[src/rtl/ac2_pkg.sv]
`default_nettype none
// ============================================================================
// Module   : ac2_pkg
// Brief    : Shared types, width helpers and saturation limits for the AC2
//            accumulate stage.
// Revision : 1.0
// ============================================================================
package ac2_pkg;

    typedef logic [1:0] ac2_ch_t;

    localparam int CNT_MAX = 255;

    function automatic int ac2_w(input int m, input int pa);
        return $clog2(m) + pa + 1;
    endfunction

    function automatic int ac2_aw(input int m, input int pa, input int g);
        return ac2_w(m, pa) + g;
    endfunction

    // Limits returned as 64-bit values; callers truncate to their width.
    function automatic longint ac2_sat_pos(input int aw);
        return (64'sd1 <<< (aw - 1)) - 64'sd1;
    endfunction

    function automatic longint ac2_sat_neg(input int aw);
        return -(64'sd1 <<< (aw - 1));
    endfunction

endpackage
`default_nettype wire

[src/rtl/ac2_sat_add.sv]
`default_nettype none
// ============================================================================
// Module   : ac2_sat_add
// Brief    : AW-bit signed adder with overflow flag; saturates when the
//            AC2_SAT_EN macro is defined, otherwise wraps.
// Revision : 1.0
// ============================================================================
module ac2_sat_add
    import ac2_pkg::*;
#(
    parameter int AW = 17
) (
    input  logic [AW-1:0] a,
    input  logic [AW-1:0] b,
    output logic [AW-1:0] sum,
    output logic          ovf
);

    logic [AW-1:0] raw;

    assign raw = a + b;
    // Overflow only when both operands share a sign the result does not.
    assign ovf = (a[AW-1] == b[AW-1]) && (raw[AW-1] != a[AW-1]);

`ifdef AC2_SAT_EN
    localparam logic [AW-1:0] SAT_POS = AW'(ac2_sat_pos(AW));
    localparam logic [AW-1:0] SAT_NEG = AW'(ac2_sat_neg(AW));

    assign sum = ovf ? (a[AW-1] ? SAT_NEG : SAT_POS) : raw;
`else
    assign sum = raw;
`endif

endmodule
`default_nettype wire

[src/rtl/ac2_acc_stage.sv]
`default_nettype none
// ============================================================================
// Module   : ac2_acc_stage
// Brief    : Four-channel accumulate stage with a one-entry valid/ready result
//            register. Optional macro AC2_SAT_EN selects saturating adds.
// Revision : 1.0
// ============================================================================
module ac2_acc_stage
    import ac2_pkg::*;
#(
    parameter int M  = 16,
    parameter int Pa = 8,
    parameter int G  = 4,
    localparam int W  = ac2_w(M, Pa),
    localparam int AW = ac2_aw(M, Pa, G)
) (
    input  logic          clk,
    input  logic          rst,
    input  logic [W-1:0]  in_data,
    input  logic [1:0]    in_ch,
    input  logic          in_valid,
    input  logic          in_last,
    output logic          in_ready,
    output logic [AW-1:0] out_data,
    output logic [1:0]    out_ch,
    output logic [7:0]    out_cnt,
    output logic          out_valid,
    input  logic          out_ready,
    output logic [3:0]    ovf
);

    logic [AW-1:0] acc [4];
    logic [7:0]    cnt [4];
    logic [3:0]    ovf_r;
    logic [3:0]    ovf_next;

    ac2_ch_t       sel_ch;
    logic          accept;
    logic          drain;
    logic [AW-1:0] add_a;
    logic [AW-1:0] add_b;
    logic [AW-1:0] add_sum;
    logic          add_ovf;
    logic [7:0]    cnt_inc;

    assign in_ready = !out_valid || out_ready;
    assign accept   = in_valid && in_ready;
    assign drain    = out_valid && out_ready;
    assign sel_ch   = in_ch;

    assign add_a   = acc[sel_ch];
    assign add_b   = {{G{in_data[W-1]}}, in_data};
    assign cnt_inc = (cnt[sel_ch] == 8'(CNT_MAX)) ? cnt[sel_ch] : cnt[sel_ch] + 8'd1;

    ac2_sat_add #(
        .AW (AW)
    ) u_add (
        .a   (add_a),
        .b   (add_b),
        .sum (add_sum),
        .ovf (add_ovf)
    );

    // A handed-off result clears its channel flag; a fresh overflow on the
    // same channel in that cycle belongs to the new segment and wins.
    always_comb begin
        ovf_next = ovf_r;
        if (drain) begin
            ovf_next[out_ch] = 1'b0;
        end
        if (accept && add_ovf) begin
            ovf_next[sel_ch] = 1'b1;
        end
    end

    always_ff @(posedge clk) begin
        if (rst) begin
            for (int i = 0; i < 4; i++) begin
                acc[i] <= '0;
                cnt[i] <= '0;
            end
            ovf_r     <= '0;
            out_data  <= '0;
            out_ch    <= '0;
            out_cnt   <= '0;
            out_valid <= 1'b0;
        end else begin
            ovf_r <= ovf_next;
            if (drain) begin
                out_valid <= 1'b0;
            end
            if (accept) begin
                if (in_last) begin
                    out_data    <= add_sum;
                    out_ch      <= sel_ch;
                    out_cnt     <= cnt_inc;
                    out_valid   <= 1'b1;
                    acc[sel_ch] <= '0;
                    cnt[sel_ch] <= '0;
                end else begin
                    acc[sel_ch] <= add_sum;
                    cnt[sel_ch] <= cnt_inc;
                end
            end
        end
    end

    assign ovf = ovf_r;

endmodule
`default_nettype wire

[config.mk]
export PLATFORM = sky130hd
export DESIGN_NAME = ac2_acc_stage
export DESIGN_NICKNAME = d
export VERILOG_FILES = /design/src/rtl/ac2_pkg.sv /design/src/rtl/ac2_sat_add.sv /design/src/rtl/ac2_acc_stage.sv
export SDC_FILE = /design/constraint.sdc
export NUM_CORES = 1
export LEC_CHECK = 0
export CORE_ASPECT_RATIO = 0.75
export CORE_UTILIZATION = 40
export CTS_CLUSTER_DIAMETER = 150
export DETAILED_ROUTE_END_ITERATION = 7
export HOLD_SLACK_MARGIN = 0.06
export REMOVE_ABC_BUFFERS = 1
export SETUP_SLACK_MARGIN = 0.2
export SYNTH_ARGS = -nofsm -noshare
export SYNTH_HDL_FRONTEND = slang
export SYNTH_SLANG_ARGS = --single-unit
[constraint.sdc]
create_clock -name clk -period 5.1 [get_ports clk]
set_input_delay 0.765 -clock clk [delete_from_list [all_inputs] [get_ports clk]]
set_output_delay 0.765 -clock clk [all_outputs]
set_load 0.1 [all_outputs]
# Yosys cells after proc, flatten, opt, wreduce, memory -nomap -nowiden
# Memory sizes are Yosys's and may differ from the RTL's.
# Cells that the tools add are included.
[word_totals]
elab_cells = 60
n_memories = 2
register_bits = 32
ramBits = 100
out_inout_bits = 33
[op_classes]
order_cmp = 4
addsub = 2
n_mux = 28
n_bitwise = 5
eq_ne = 3
n_reduce_logical = 11
[mem_list]
columns = ["name", "depth", "word_bits", "rd", "rd_ports_with_merged_regs", "write_ports", "line_no", "source"]
rows = [
  ["acc", 4, 17, 1, 0, 4, "ac2_acc_stage.sv:32", "logic [AW-1:0] acc [4];"],
  ["cnt", 4, 8, 1, 0, 4, "ac2_acc_stage.sv:33", "logic [7:0] cnt [4];"],
]
[ops]
columns = ["operator", "count"]
rows = [
  ["2-to-1 mux 17 bit", 2],
  ["2-to-1 mux 8 bit", 3],
  ["adder 17 bit", 1],
  ["2-to-1 mux 1 bit", 17],
  ["OR reduction 17 bit", 1],
  ["adder 8 x 1 -> 8 bit (second input constant)", 1],
  ["== test 8 bit (second input constant)", 1],
  ["2-to-1 mux 4 bit", 2],
  ["OR reduction 8 bit", 1],
  ["logical AND 1 bit", 6],
  ["< comparator 2 x 3 -> 1 bit (second input constant)", 2],
  ["bitwise AND 4 bit", 1],
  ["demux 1 bit (select 2 bit)", 2],
  [">= comparator 2 x 1 -> 1 bit (second input constant)", 2],
  ["2-to-1 mux 2 bit", 2],
  ["NOT 4 bit", 1],
  ["bitwise OR 4 bit", 1],
  ["bitwise OR 1 bit", 2],
  ["AND reduction 2 bit", 1],
  ["== test 1 bit", 1],
  ["zero test 1 bit", 1],
  ["logical OR 1 bit", 1],
  ["inequality test 1 bit", 1],
]

# Longest topological paths before layout
# Gate-level depths: netlist (run 1).
[logic_depth]
word_depth = 9
mapped_depth = 11
ltp_nobuf = 8

# Cells and area by module
# A second synthesis (run 1) with hierarchy kept.
[hier_totals]
cells_unflattened = 547
area_unflattened_um2 = 6651.4
[by_module_without_submodules]
columns = ["module", "area_per_inst_um2", "instances", "cells_each"]
rows = [
  ["ac2_acc_stage", 5813.1, 1, 438],
  ["ac2_sat_add", 838.3, 1, 109],
]

# Worst setup path before layout (run 1)
# OpenSTA, ideal clock, no wires.
[synth_timing]
path_kind = "flip-flop to flip-flop"
from = "reg out_valid"
to = "mem acc[3][0] (enable)"
path_buffers = 0
arrival_time_ns = 3.655
setup_ns = 0.442
path_stages_with_launch = 4
slack_ns = 1.003
cell_sequence = "dfxtp_1 -> nand2b_1 -> nand2_1 -> o21ai_0"
[synth_lines]
columns = ["element", "line_no", "source"]
rows = [
  ["start: declaration", "ac2_acc_stage.sv:27", "output logic out_valid,"],
  ["start signal: assignment", "ac2_acc_stage.sv:86", "out_valid <= 1'b0;"],
  ["start signal: assignment", "ac2_acc_stage.sv:90", "out_valid <= 1'b0;"],
  ["start signal: assignment", "ac2_acc_stage.sv:97", "out_valid <= 1'b1;"],
  ["end: declaration", "ac2_acc_stage.sv:32", ""],
]

==> results.cfg, run 1 <==
[status]
status = finished, final reports clean

[synth]
synth_compound_area_share_pct = 11.1
synth-edff-count = 100
synthFlopType = edfxtp_1
synth-seq-area-share_pct = 56.1
synth_cell_types = 57
syn_inst = 561
synth-xor-area-share_pct = 1.21
yosysWarnings = 0
syn_area_per_cell_sq_um = 11.6
yosys-mux-area-fraction_pct = 9.19
async_flop_share_pct = 0
synth_top_family_by_area = simple AND/OR/NAND/NOR gates
synthAdderAreaFrac_pct = 3.58
synth-simple-area-share_pct = 16.0
synth_seq_cells = 132
syn_area_sq_um = 6490

[layout]
layout.nets = 652
final_core_util_pct = 50.4
postLayoutCellArea_sq_um = 7820
areaGrowthSynthToFinish_pct = 20.5
antennaDiodeCount = 0
drive_above_1_share_pct = 12.6

[global_routing]
grt_start_max_net_pins = 32
grt_pass1_wl_um = 27400
antenna_found_initial = 0
grt.overflow.total = 0
track_usage_pct = 22.3
grt_pass1_vias = 4821

[sta]
setup_viol = 0
fin_skew_ps = 10.9
finalCritPeriodShare_pct = 74.3
fin_tns_setup_ps = 0
min_period_ps = 3790
fmax_mhz = 264
worst_slew_pin_slew_ps = 1050
relSlewSlack_pct = 29.7
drv_slew = 0
rsz0062_at_grt = no
hold_violations = 0

[worst_setup_path]
cp.arrival_ps = 3920
crit_type = primary input to register
crit_start = in_ch[1]
crit_path_max_fanout = 16
rr_startpoint = acc[3][0]
crit_required_ps = 5230
slowest_stage = clkdlybuf4s50_1
crit_buf_inv = 2
cp_top_family = compound AO/OA/AOI/OAI gates
end_kind = register
slowest_delay_ps = 650
crit_chain = clkdlybuf4s50_1 -> buf_4 -> mux4_2 -> ha_1 -> a211oi_1 -> o211ai_1 -> and4b_1 -> o21ai_0 -> a21oi_1
startpoint_type = primary input

[place]
dpl.hpwl_um = 11600
port_buffers = 52
placed_area_sq_um = 7230
place.gp.congestion = 0.918

[job]
maxCapViolCount = 0

[clock_tree]
cts_resized = 0
cts_root_buf = clkbuf_16
clk_pin_slew_ps = 60
post_cts_buffers = 0
cts_buffer_depth = 2
cts_buffers = 17
worstSkewPairLatency_ps = 430
cts_tree = built
htree_levels = 4
hold_buffers = 0
clock-sinks = 132

[worst_hold_path]
min_from = out_data[6]
hold_path.class = register to register

[floorplan]
die_w_um = 149
die_area_sq_um = 16800
num_rows = 39
core_sq_um = 15500
io_pins = 53
start_util_pct = 41.8
die_h_um = 112

[route]
routed_wl_um = 17500
route.antenna.remaining_nets = 0
wl_per_cell_um = 21.1
drc_errors = 0
drt-initial-drc-count = 532
via_per_inst = 5.91
vias = 4916
drtPass1Iterations = 6

[power]
vdd_drop_max_uv = 261
power.leakage_nw = 2.87
p_per_area_nw_per_um2 = 388
## through the flow
step	instances	hold WS [ps]	setup slack (ps)	total power [mW]
6_report	832	455	1310	3.03
5_1_grt	832	477	1060	3.14
4_1_cts	832	462	1350	3.05
3_5_place_dp	800	452	913	1.82
3_3_place_gp	800	443	997	1.81
2_1_floorplan	532	801	1000	1.64
## worst reg2reg max path, cell delays in order (launching register included)
cell      delay (ps)
edfxtp_1         370
mux4_2           470
ha_1             220
fa_1             460
a211oi_1         370
o211ai_1         230
and4b_1          300
o21ai_0          440
a21oi_1          130
## synthesized netlist by cell type, types with 2 or more instances
cell	number	area, sq um
a31oi_1	5	31.3
nand2b_1	5	31.3
or4_1	5	37.5
o21a_1	6	45.0
and4_1	3	26.3
a21o_1	8	60.1
xnor2_1	7	61.3
mux4_2	25	563
xor2_1	2	17.5
inv_1	13	48.8
nand2_1	50	188
o21ai_0	15	75.1
buf_1	2	7.51
buf_6	2	22.5
nand3_1	17	85.1
a21oi_1	46	230
and2_1	2	12.5
nor3_1	32	160
a211oi_1	4	30.0
or3_1	6	37.5
nor2_1	71	267
ha_1	17	213
o211ai_1	7	52.6
o32ai_1	2	17.5
and3_1	5	31.3
o2111ai_1	2	17.5
buf_2	4	20.0
edfxtp_1	100	3000
nand4_1	6	37.5
clkbuf_1	21	78.8
dfxtp_1	32	641
o311ai_0	7	61.3
mux2i_1	2	20.0
or2_2	5	31.3
nand3b_1	2	15.0
nor2b_1	2	12.5
## state kept, by name, indices dropped and copies added, names as in the netlist
signal	cells
out_ch	2
out_cnt	8
ovf	4
cnt	32
acc	68
out_valid	1
out_data	17
## final cells by class
cell class / instances / area (sq um)
Fill cell: 1378 / 7690
Sequential cell: 132 / 3640
Multi-Input combinational cell: 387 / 2680
Timing Repair Buffer: 63 / 598
Clock buffer: 19 / 433
Tap cell: 205 / 256
Clock inverter: 13 / 161
Inverter: 13 / 48.8
## power breakdown
group	leakage (nW)	internal, mW	total [mW]	switching [mW]
clock network	0.279	0.766	1.23	0.464
logic	1.28	0.165	0.562	0.397
registers	1.30	1.22	1.24	0.0207
## metal layers
metal	wire length, um	global-route usage (%)	up-vias
met5	0	0	-
met4	263	6.33	0
met3	1460	5.41	31
met2	7970	34.0	231
met1	7850	31.7	2412
li1	-	-	2242
## placed cells by master, fill, tap and decap left out, types with 4 or more instances in the layout
cell and n:
mux4_2 25, inv_1 13, nor2_1 71, or3_1 6, clkdlybuf4s50_1 51, nand2b_1 5, dfxtp_1 32, nor3_1 32
edfxtp_1 100, o21ai_0 14, xnor2_1 7, a211oi_1 4, nand4_1 6, and3_1 5, clkinvlp_4 4, or2_2 5
nand2_1 50, nand3_1 17, clkbuf_16 17, a21o_1 8, a31oi_1 5, o21a_1 6, o311ai_0 7, o211ai_1 7
a21oi_1 46, or4_1 5, buf_4 11, ha_1 17
## cell families (layout without fill, tap and decap cells)
logic type                 Yosys count  in the layout
and+or+nand+nor                    218            218
buffers and inverters               42            108
AOI/OAI and AO/OA                  114            114
adders and majority gates           18             18
muxes                               28             28
xor gates and xnor gates             9              9
DFF                                132            132
## final timing paths
path         depth (start not counted)     endpoint  slack (ps)
max                                  9   acc[1][16]        1310
min                                  2  out_data[6]         450
max reg2reg                          8   acc[1][16]        1820
min reg2reg                          2  out_data[6]         450
Note: power is estimated with default switching activity, not from simulation.
==> run 2, diff against run 1 <==
==> constraint.sdc (replaced) <==
create_clock -name clk -period 3.1 [get_ports clk]
set_input_delay 0.465 -clock clk [delete_from_list [all_inputs] [get_ports clk]]
set_output_delay 0.465 -clock clk [all_outputs]
set_load 0.1 [all_outputs]
==> run 2 against run 1 <==
  * Global-route usage grew 1.1 points
  * First-iteration DRC count shrank 35%
  * Non-clock buffer count rose by 89
  * Die area did not move
  * Clock skew fell by 4.0 ps
  * Critical endpoint is now acc[3][13]
  * Combinational power up 100%
  * Highest routed layer unchanged
==> results.cfg, run 2 (synthesized netlist as in run 1, its figures left out) <==
[worst_setup_path]
crit_chain = mux4_2 -> buf_4 -> ha_1 -> a21o_1 -> nand4_1 -> a2111oi_4 -> buf_4 -> o21a_4 -> nor3_1
cp.arrival_ps = 2990
crit_type = register to register
crit_start = acc[2][1]
crit_buf_inv = 2
cp_top_family = compound AO/OA/AOI/OAI gates
rr_startpoint = acc[2][1]
startpoint_type = register
slowest_stage = mux4_2
cp.depth = 9
r2r.worst_path.cells = 9
end_kind = register
cp_common_cell = buf_4
crit_path_max_fanout = 4
slowest_delay_ps = 510
crit_required_ps = 3250

[clock_tree]
worstSkewPairLatency_ps = 420
cts_root_buf = clkbuf_16
htree_levels = 4
cts_tree = built
clock-sinks = 132
clk_pin_slew_ps = 60
cts_buffer_depth = 2
cts_buffers = 17

[sta]
timing.final.ws_setup_ps = 259
min_period_ps = 2840
drv_slew = 0
holdWs_ps = 458
rsz0062_at_grt = yes
finalCritPeriodShare_pct = 91.6
relSlewSlack_pct = 61.9
setup_viol = 0
fin_skew_ps = 6.89
worst_slew_pin_slew_ps = 572
hold_violations = 0
fmax_mhz = 352

[layout]
reg_top3 = acc (68), cnt (32), out_data (17)
largest_register = acc
drive_above_1_share_pct = 29.7
layout.nets = 741
antennaDiodeCount = 0
largest_register_ffs = 68
stdcell_count = 921
postLayoutCellArea_sq_um = 8480
final_cell_mix = 128 x buf_4, 100 x edfxtp_1, 71 x nor2_1
final_common_cell = buf_4
areaGrowthSynthToFinish_pct = 30.6

[place]
placed_area_sq_um = 7840
pre_cts_ws_ps = -573
port_buffers = 52
place_inst = 888
dpl.hpwl_um = 12800
place.gp.congestion = 0.917

[floorplan]
die_h_um = 112
core_sq_um = 15500
die_area_sq_um = 16800
io_pins = 53
die_w_um = 149
num_rows = 39
start_util_pct = 41.8

[status]
status = finished, final reports clean

[route]
drc_errors = 0
routed_wl_um = 18400
drtPass1Iterations = 5
route.antenna.remaining_nets = 0
via_per_inst = 5.57
vias = 5134
wl_per_cell_um = 20.0
drt-initial-drc-count = 345

[global_routing]
grt_pass1_vias = 5170
grt_pass1_wl_um = 28900
antenna_found_initial = 0
track_usage_pct = 23.4
grt_start_max_net_pins = 32
grt.overflow.total = 0

[worst_hold_path]
hold_path.class = register to register
min_from = out_data[3]
hold_depth = 2

[power]
p_total_mw = 5.08
vdd_drop_max_uv = 381
p_per_area_nw_per_um2 = 600
power.leakage_nw = 3.37

[job]
maxCapViolCount = 0
run 2: cell count changes in the layout (fill, tap and decap cells not counted), moves of 3 or more:
cell,previous run,this run
buf_4,11,128
clkdlybuf4s50_1,51,17
o311ai_0,7,4
buf_12,0,3
o311ai_1,1,4
run 2: path summary, 6_finish.rpt:
| path | to | slack, ps |
|---|---|---|
| worst max-delay path | acc[3][13] | 260 |
| worst max register to register | acc[3][13] | 260 |
| worst min register to register | out_data[3] | 460 |
| worst min-delay path | out_data[3] | 460 |
run 2: layer usage:
metal	wire length, um	global-route usage, %	share of wire [%]
met4	292	7.62	1.6
met3	1040	5.00	5.7
met2	8380	36.4	45
met5	0	0	0
met1	8710	32.6	47
run 2: power by group:
part	internal, mW	switching, mW	leakage, nW	total, mW
clock	1.14	0.767	0.266	1.91
combinational	0.433	0.705	1.80	1.14
sequential	2.00	0.0347	1.30	2.04
run 2: through the flow:
stage,setup TNS (ps),util [%]
after detailed placement,-23210,50.5
after floorplan,-41170,-
final,0,54.6
after CTS,0,54.3
after global routing,0,54.6
after global placement,-22260,50.5
run 2: cell type report:
cell class	count	area [sq um]
clock buffers	20	457
clock inverters	12	105
fillers	1351	7040
inverters	13	48.8
multi-input cells	387	2740
flip-flops and latches	132	3640
well taps	205	256
repair buffers	152	1230
run 2: timing repair:
item / 4_1_cts / 5_1_grt
setup buffers: 0 / 1
resized for setup: 8 / 14
setup endpoints to repair: 59 / 26
pin swaps: 2 / 5
hold buffers: 0 / 0
run 2: tightest hold or removal path, delay by kind of cell (launching register included):
family	cells	cell delay, ps
AO/OA/AOI/OAI	1	50
flip-flops	1	310
AND/OR/NAND/NOR	1	50
